[src/rtl/_load_store_unit_if.sv]
// Request, data-memory and writeback signals of the load/store unit.
// slave is the unit's side; master is the register-file/memory side.
interface _load_store_unit_if;
  logic        req_valid;
  logic        req_ready;
  logic        req_we;
  logic        req_byte;
  logic [2:0]  req_rd;
  logic [31:0] req_addr;
  logic [31:0] req_wdata;

  logic        mem_req;
  logic        mem_we;
  logic [31:0] mem_addr;
  logic [31:0] mem_wdata;
  logic [3:0]  mem_be;
  logic        mem_ack;
  logic [31:0] mem_rdata;

  logic        wb_valid;
  logic [2:0]  wb_rd;
  logic [31:0] wb_data;

  logic        busy;
  logic        err;
  logic [1:0]  err_code;
  logic        err_clr;

  modport slave (
    input  req_valid, req_we, req_byte, req_rd, req_addr, req_wdata,
    input  mem_ack, mem_rdata, err_clr,
    output req_ready, mem_req, mem_we, mem_addr, mem_wdata, mem_be,
    output wb_valid, wb_rd, wb_data, busy, err, err_code
  );

  modport master (
    output req_valid, req_we, req_byte, req_rd, req_addr, req_wdata,
    output mem_ack, mem_rdata, err_clr,
    input  req_ready, mem_req, mem_we, mem_addr, mem_wdata, mem_be,
    input  wb_valid, wb_rd, wb_data, busy, err, err_code
  );
endinterface

[src/rtl/_load_store_unit.sv]
// Data-memory access stage: one load/store per transaction over a req/ack
// memory handshake, with byte lanes, misalignment detection and a timeout.
module _load_store_unit #(
  parameter int unsigned TIMEOUT = 15
) (
  input logic               clk,
  input logic               rst,
  _load_store_unit_if.slave bus
);

  typedef enum logic [1:0] {IDLE, ISSUE, RESP} state_t;

  state_t      state;
  logic [7:0]  cnt;
  logic [1:0]  lane;
  logic [2:0]  rd_q;
  logic        byte_q;
  logic        misaligned;
  logic [7:0]  rbyte;

  assign misaligned    = !bus.req_byte && (bus.req_addr[1:0] != 2'b00);
  assign rbyte         = 8'(bus.mem_rdata >> {lane, 3'b000});
  assign bus.req_ready = (state == IDLE);
  assign bus.busy      = (state != IDLE);

  always_ff @(posedge clk or negedge rst) begin
    if (!rst) begin
      state         <= IDLE;
      cnt           <= '0;
      lane          <= '0;
      rd_q          <= '0;
      byte_q        <= 1'b0;
      bus.mem_req   <= 1'b0;
      bus.mem_we    <= 1'b0;
      bus.mem_addr  <= '0;
      bus.mem_wdata <= '0;
      bus.mem_be    <= '0;
      bus.wb_valid  <= 1'b0;
      bus.wb_rd     <= '0;
      bus.wb_data   <= '0;
      bus.err       <= 1'b0;
      bus.err_code  <= '0;
    end else begin
      // Clear first so an error raised below in the same cycle takes precedence.
      if (bus.err_clr) begin
        bus.err      <= 1'b0;
        bus.err_code <= '0;
      end
      case (state)
        IDLE: begin
          if (bus.req_valid) begin
            if (misaligned) begin
              bus.err      <= 1'b1;
              bus.err_code <= 2'b01;
            end else begin
              state         <= ISSUE;
              cnt           <= '0;
              lane          <= bus.req_addr[1:0];
              rd_q          <= bus.req_rd;
              byte_q        <= bus.req_byte;
              bus.mem_req   <= 1'b1;
              bus.mem_we    <= bus.req_we;
              bus.mem_addr  <= {bus.req_addr[31:2], 2'b00};
              bus.mem_wdata <= bus.req_byte ? {4{bus.req_wdata[7:0]}} : bus.req_wdata;
              bus.mem_be    <= bus.req_byte ? (4'b0001 << bus.req_addr[1:0]) : 4'hF;
            end
          end
        end
        ISSUE: begin
          if (bus.mem_ack) begin
            bus.mem_req <= 1'b0;
            if (bus.mem_we) begin
              state <= IDLE;
            end else begin
              state        <= RESP;
              bus.wb_valid <= 1'b1;
              bus.wb_rd    <= rd_q;
              bus.wb_data  <= byte_q ? {24'h0, rbyte} : bus.mem_rdata;
            end
          end else if (cnt == 8'(TIMEOUT - 1)) begin
            state        <= IDLE;
            bus.mem_req  <= 1'b0;
            bus.err      <= 1'b1;
            bus.err_code <= 2'b10;
          end else begin
            cnt <= cnt + 8'd1;
          end
        end
        RESP: begin
          state        <= IDLE;
          bus.wb_valid <= 1'b0;
        end
        default: state <= IDLE;
      endcase
    end
  end

endmodule

[src/flat_wrapper.sv]
// flat-port wrapper written by rule: the top's interface ports become plain ports
module _load_store_unit_flat 
#(
  parameter int unsigned TIMEOUT = 15
)
  (clk, rst, bus_req_valid, bus_req_we, bus_req_byte, bus_req_rd, bus_req_addr, bus_req_wdata, bus_mem_ack, bus_mem_rdata, bus_err_clr, bus_req_ready, bus_mem_req, bus_mem_we, bus_mem_addr, bus_mem_wdata, bus_mem_be, bus_wb_valid, bus_wb_rd, bus_wb_data, bus_busy, bus_err, bus_err_code);
  _load_store_unit_if bus_i ();
  input logic clk;
  input logic rst;
  input wire logic [$bits(bus_i.req_valid)-1:0] bus_req_valid;
  input wire logic [$bits(bus_i.req_we)-1:0] bus_req_we;
  input wire logic [$bits(bus_i.req_byte)-1:0] bus_req_byte;
  input wire logic [$bits(bus_i.req_rd)-1:0] bus_req_rd;
  input wire logic [$bits(bus_i.req_addr)-1:0] bus_req_addr;
  input wire logic [$bits(bus_i.req_wdata)-1:0] bus_req_wdata;
  input wire logic [$bits(bus_i.mem_ack)-1:0] bus_mem_ack;
  input wire logic [$bits(bus_i.mem_rdata)-1:0] bus_mem_rdata;
  input wire logic [$bits(bus_i.err_clr)-1:0] bus_err_clr;
  output wire logic [$bits(bus_i.req_ready)-1:0] bus_req_ready;
  output wire logic [$bits(bus_i.mem_req)-1:0] bus_mem_req;
  output wire logic [$bits(bus_i.mem_we)-1:0] bus_mem_we;
  output wire logic [$bits(bus_i.mem_addr)-1:0] bus_mem_addr;
  output wire logic [$bits(bus_i.mem_wdata)-1:0] bus_mem_wdata;
  output wire logic [$bits(bus_i.mem_be)-1:0] bus_mem_be;
  output wire logic [$bits(bus_i.wb_valid)-1:0] bus_wb_valid;
  output wire logic [$bits(bus_i.wb_rd)-1:0] bus_wb_rd;
  output wire logic [$bits(bus_i.wb_data)-1:0] bus_wb_data;
  output wire logic [$bits(bus_i.busy)-1:0] bus_busy;
  output wire logic [$bits(bus_i.err)-1:0] bus_err;
  output wire logic [$bits(bus_i.err_code)-1:0] bus_err_code;
  assign bus_i.req_valid = bus_req_valid;
  assign bus_i.req_we = bus_req_we;
  assign bus_i.req_byte = bus_req_byte;
  assign bus_i.req_rd = bus_req_rd;
  assign bus_i.req_addr = bus_req_addr;
  assign bus_i.req_wdata = bus_req_wdata;
  assign bus_i.mem_ack = bus_mem_ack;
  assign bus_i.mem_rdata = bus_mem_rdata;
  assign bus_i.err_clr = bus_err_clr;
  assign bus_req_ready = bus_i.req_ready;
  assign bus_mem_req = bus_i.mem_req;
  assign bus_mem_we = bus_i.mem_we;
  assign bus_mem_addr = bus_i.mem_addr;
  assign bus_mem_wdata = bus_i.mem_wdata;
  assign bus_mem_be = bus_i.mem_be;
  assign bus_wb_valid = bus_i.wb_valid;
  assign bus_wb_rd = bus_i.wb_rd;
  assign bus_wb_data = bus_i.wb_data;
  assign bus_busy = bus_i.busy;
  assign bus_err = bus_i.err;
  assign bus_err_code = bus_i.err_code;
  _load_store_unit #(.TIMEOUT(TIMEOUT)) u_core (.clk(clk), .rst(rst), .bus(bus_i));
endmodule
[config.mk]
export PLATFORM = sky130hd
export DESIGN_NAME = _load_store_unit_flat
export DESIGN_NICKNAME = d
export VERILOG_FILES = /design/src/rtl/_load_store_unit_if.sv /design/src/rtl/_load_store_unit.sv /design/src/flat_wrapper.sv
export SDC_FILE = /design/constraint.sdc
export NUM_CORES = 1
export LEC_CHECK = 0
export CAP_MARGIN = 10
export CELL_PAD_IN_SITES_DETAIL_PLACEMENT = 1
export CELL_PAD_IN_SITES_GLOBAL_PLACEMENT = 2
export CORE_MARGIN = 1.5
export CORE_UTILIZATION = 28
export CTS_BUF_LIST = sky130_fd_sc_hd__clkbuf_4
export DETAILED_ROUTE_END_ITERATION = 12
export PLACE_DENSITY_LB_ADDON = 0.1
export SYNTH_ARGS = -nofsm -noshare
export SYNTH_HDL_FRONTEND = slang
export SYNTH_SLANG_ARGS = --single-unit
export TNS_END_PERCENT = 100
[constraint.sdc]
create_clock -name clk -period 3.3 [get_ports clk]
set_clock_uncertainty 0.05 [all_clocks]
set_input_delay 0.33 -clock clk [delete_from_list [all_inputs] [get_ports clk]]
set_output_delay 0.33 -clock clk [all_outputs]
set_load 0.1 [all_outputs]
==> results.cfg <==
[setup_path]
cpPeakStageDelay_ns = 1.16
r2r_slack_ns = 1.30
cp_top_family = buffers and inverters
r2r_end = u_core.bus.wb_data[2]
worst_r2r_path_depth = 5
arrival_ns = 2.10
worst-path-buf-inv = 1
crit_chain = clkdlybuf4s50_1
cp-start-kind = flip-flop
end_kind = primary output
worst-setup-path-type = reg2out
slowest_stage = clkdlybuf4s50_1
crit_required_ns = 2.92
cp_max_fo = 3
reg2reg_from = u_core.state[1]

[layout]
areaGrowthSynthToFinish_pct = 48.58
fin_util = 0.4255
mostFrequentLayoutCells = 220 x nand2_1, 210 x clkdlybuf4s50_1, 123 x dfrtp_1, 51 x o21ai_0, 32 x mux2i_1
layout_commonest_cell = nand2_1
final_nets = 875
drive_gt1_frac = 0.07051

[sta]
fin_crit_ns = 2.480
finalSetupTns_ns = 0
rsz0062_at_grt = no
finalHoldViolations = 0
worst_slack_ns = 0.8202
tightest_slew_ns = 1.075
report.final.slew_viol_count = 0
finalCritPeriodShare = 0.7514
fmax_mhz = 403.3
finalSetupViolations = 0
relSlewSlack = 0.2810

[clock_network]
cts_resized = 0
cts-root-buf = clkbuf_4
clk_pin_slew_ns = 0.12
cts_setup_buffers = 0
worstSkewPairLatency_ns = 0.52
cts_tree = done
cts_num_sinks = 123
clockBufferDepth = 2
numCtsBuffers = 17
h-tree-depth = 4

[run]
cap_viol_max_count = 0

[yosys]
yosys_warnings = 0
syn_area_um2 = 5375
synth_cell_types = 52
syn_area_per_cell_um2 = 9.581
synth_seq_area_share = 0.5726
syn_inst = 561
ys_seq_elements = 123

[route]
ant_nets = 0
wl_met2_um = 8332
routed.top_layer = met4
routedWlPerCell_um = 16.82
wl_met1_um = 7171
vias_per_cell = 4.598
first_pass_iters = 4
post-route-drc-count = 0
drt_iter0_markers = 135
via_count = 4667
wl_met3_um = 1330
wirelength_um = 17070

[floorplan]
chipWidth_um = 141.6
coreArea_um2 = 18770
ioPinCount = 217
die_area_um2 = 20040
die_y_um = 141.6
start_util = 0.2864
rows = 50

[global_routing]
grt_overflow = 0
grt_usage = 0.1749
grt_pass1_wl_um = 27190
grt_max_degree = 78
grt_pass1_vias = 5129
antenna_found_initial = 1

[hold_path]
hp-start = bus_req_addr[19]
hold-path-cell-count = 3
holdPathEnd = u_core.bus.mem_addr[19]
worstHoldPathType = in2reg

[placement]
place_congestion = 0.7852
port-buffer-count = 214
hpwlAfterDp_um = 12480
pre_cts_slack_ns = 0.8741

[status]
outcome = complete, no violations
==> cell type report <==
type                    instances  area (um^2)
clock inverters                15        150.1
flip-flops and latches        123         3078
well taps                     234        292.8
inverters                       9        33.78
clock buffers                  17        127.6
repair buffers                220         2218
diodes                          1        2.502
fillers                      2149        10780
multi-input cells             396         2083
==> cells in the mapped netlist, drive strengths merged <==
cell type	number	area share
a211o	1	0.0016
nand4b	1	0.0016
a32oi	1	0.0016
and2b	1	0.0016
clkinv	1	0.00070
o22ai	1	0.0012
xnor2	1	0.0016
or3	2	0.0033
nand4	1	0.0012
inv	8	0.0056
nor3b	3	0.0072
a21oi	7	0.0065
clkbuf	8	0.0056
mux2i	32	0.060
o21a	1	0.0014
o21ai	65	0.063
dfrtp	123	0.57
nand3	8	0.0074
and2	2	0.0028
nor3	4	0.0068
nor2	8	0.0056
ha	2	0.0047
nand2b	1	0.0012
a31oi	1	0.0023
or2	1	0.0012
a221o	7	0.013
o31ai	1	0.0014
nand2	220	0.15
mux2	3	0.0063
o221ai	2	0.0033
nor2b	8	0.0093
and4	1	0.0016
a21o	2	0.0028
a21boi	1	0.0014
or3b	1	0.0016
o211ai	2	0.0028
conb	1	0.00070
buf	26	0.030
a2bb2oi	1	0.0016
nand3b	1	0.0021
==> metrics by stage <==
stage | hold slack (ns) | cell area [um^2] | cells
3_5_place_dp | 0.3443 | 7696 | 981
6_report | 0.2640 | 7986 | 1015
4_1_cts | 0.2001 | 7984 | 1014
5_1_grt | 0.2085 | 7986 | 1015
3_3_place_gp | 0.3298 | 7696 | 981
2_1_floorplan | -0.01559 | 5379 | 562
==> worst max-delay path by stage <==
stage / from / endpoint / slack [ns] / depth (start not counted)
after global placement: bus_req_addr[1] / u_core.bus.mem_wdata[16] / 0.90 / 5
after global routing: u_core.bus.mem_we / bus_mem_we / 0.71 / 1
after CTS: u_core.bus.mem_we / bus_mem_we / 0.75 / 1
after detailed placement: bus_req_addr[1] / u_core.bus.mem_wdata[24] / 0.87 / 5
after floorplan: u_core.state[1] / bus_req_ready / 1.28 / 2
final: u_core.bus.mem_we / bus_mem_we / 0.82 / 1
==> metal layers <==
layer,up-vias,track usage
li1,2260,-
met1,2266,0.2024
met3,16,0.07357
met4,0,0.05155
met5,-,0
met2,125,0.2955
==> kinds of logic (layout without fill, tap and decap cells) <==
group,count (synthesis),in the layout,share of synthesized area
DFF,123,123,0.5726
muxes,35,35,0.06588
other,1,3,0.0006977
adders and majority gates,2,2,0.004655
AOI/OAI and AO/OA,93,93,0.1043
buffers and inverters,43,261,0.04213
xor gates and xnor gates,1,1,0.001630
and+or+nand+nor,263,263,0.2081
==> sequential cells by signal, indices dropped and copies added, names as in the netlist <==
| register | count |
|---|---|
| u_core.byte_q | 1 |
| u_core.bus.err_code | 2 |
| u_core.bus.wb_rd | 3 |
| u_core.rd_q | 3 |
| u_core.bus.err | 1 |
| u_core.bus.mem_we | 1 |
| u_core.bus.wb_data | 32 |
| u_core.bus.mem_wdata | 32 |
| u_core.cnt | 8 |
| u_core.bus.mem_addr | 30 |
| u_core.bus.wb_valid | 1 |
| u_core.lane | 2 |
| u_core.bus.mem_req | 1 |
| u_core.state | 2 |
| u_core.bus.mem_be | 4 |
==> repair_timing <==
item,4_1_cts,5_1_grt
setup endpoints to repair,0,0
hold buffers,1,0
hold endpoints to repair,67,0
Power is not shown: default switching activity piles up to over one toggle a cycle in this logic, so the estimate is an artifact.
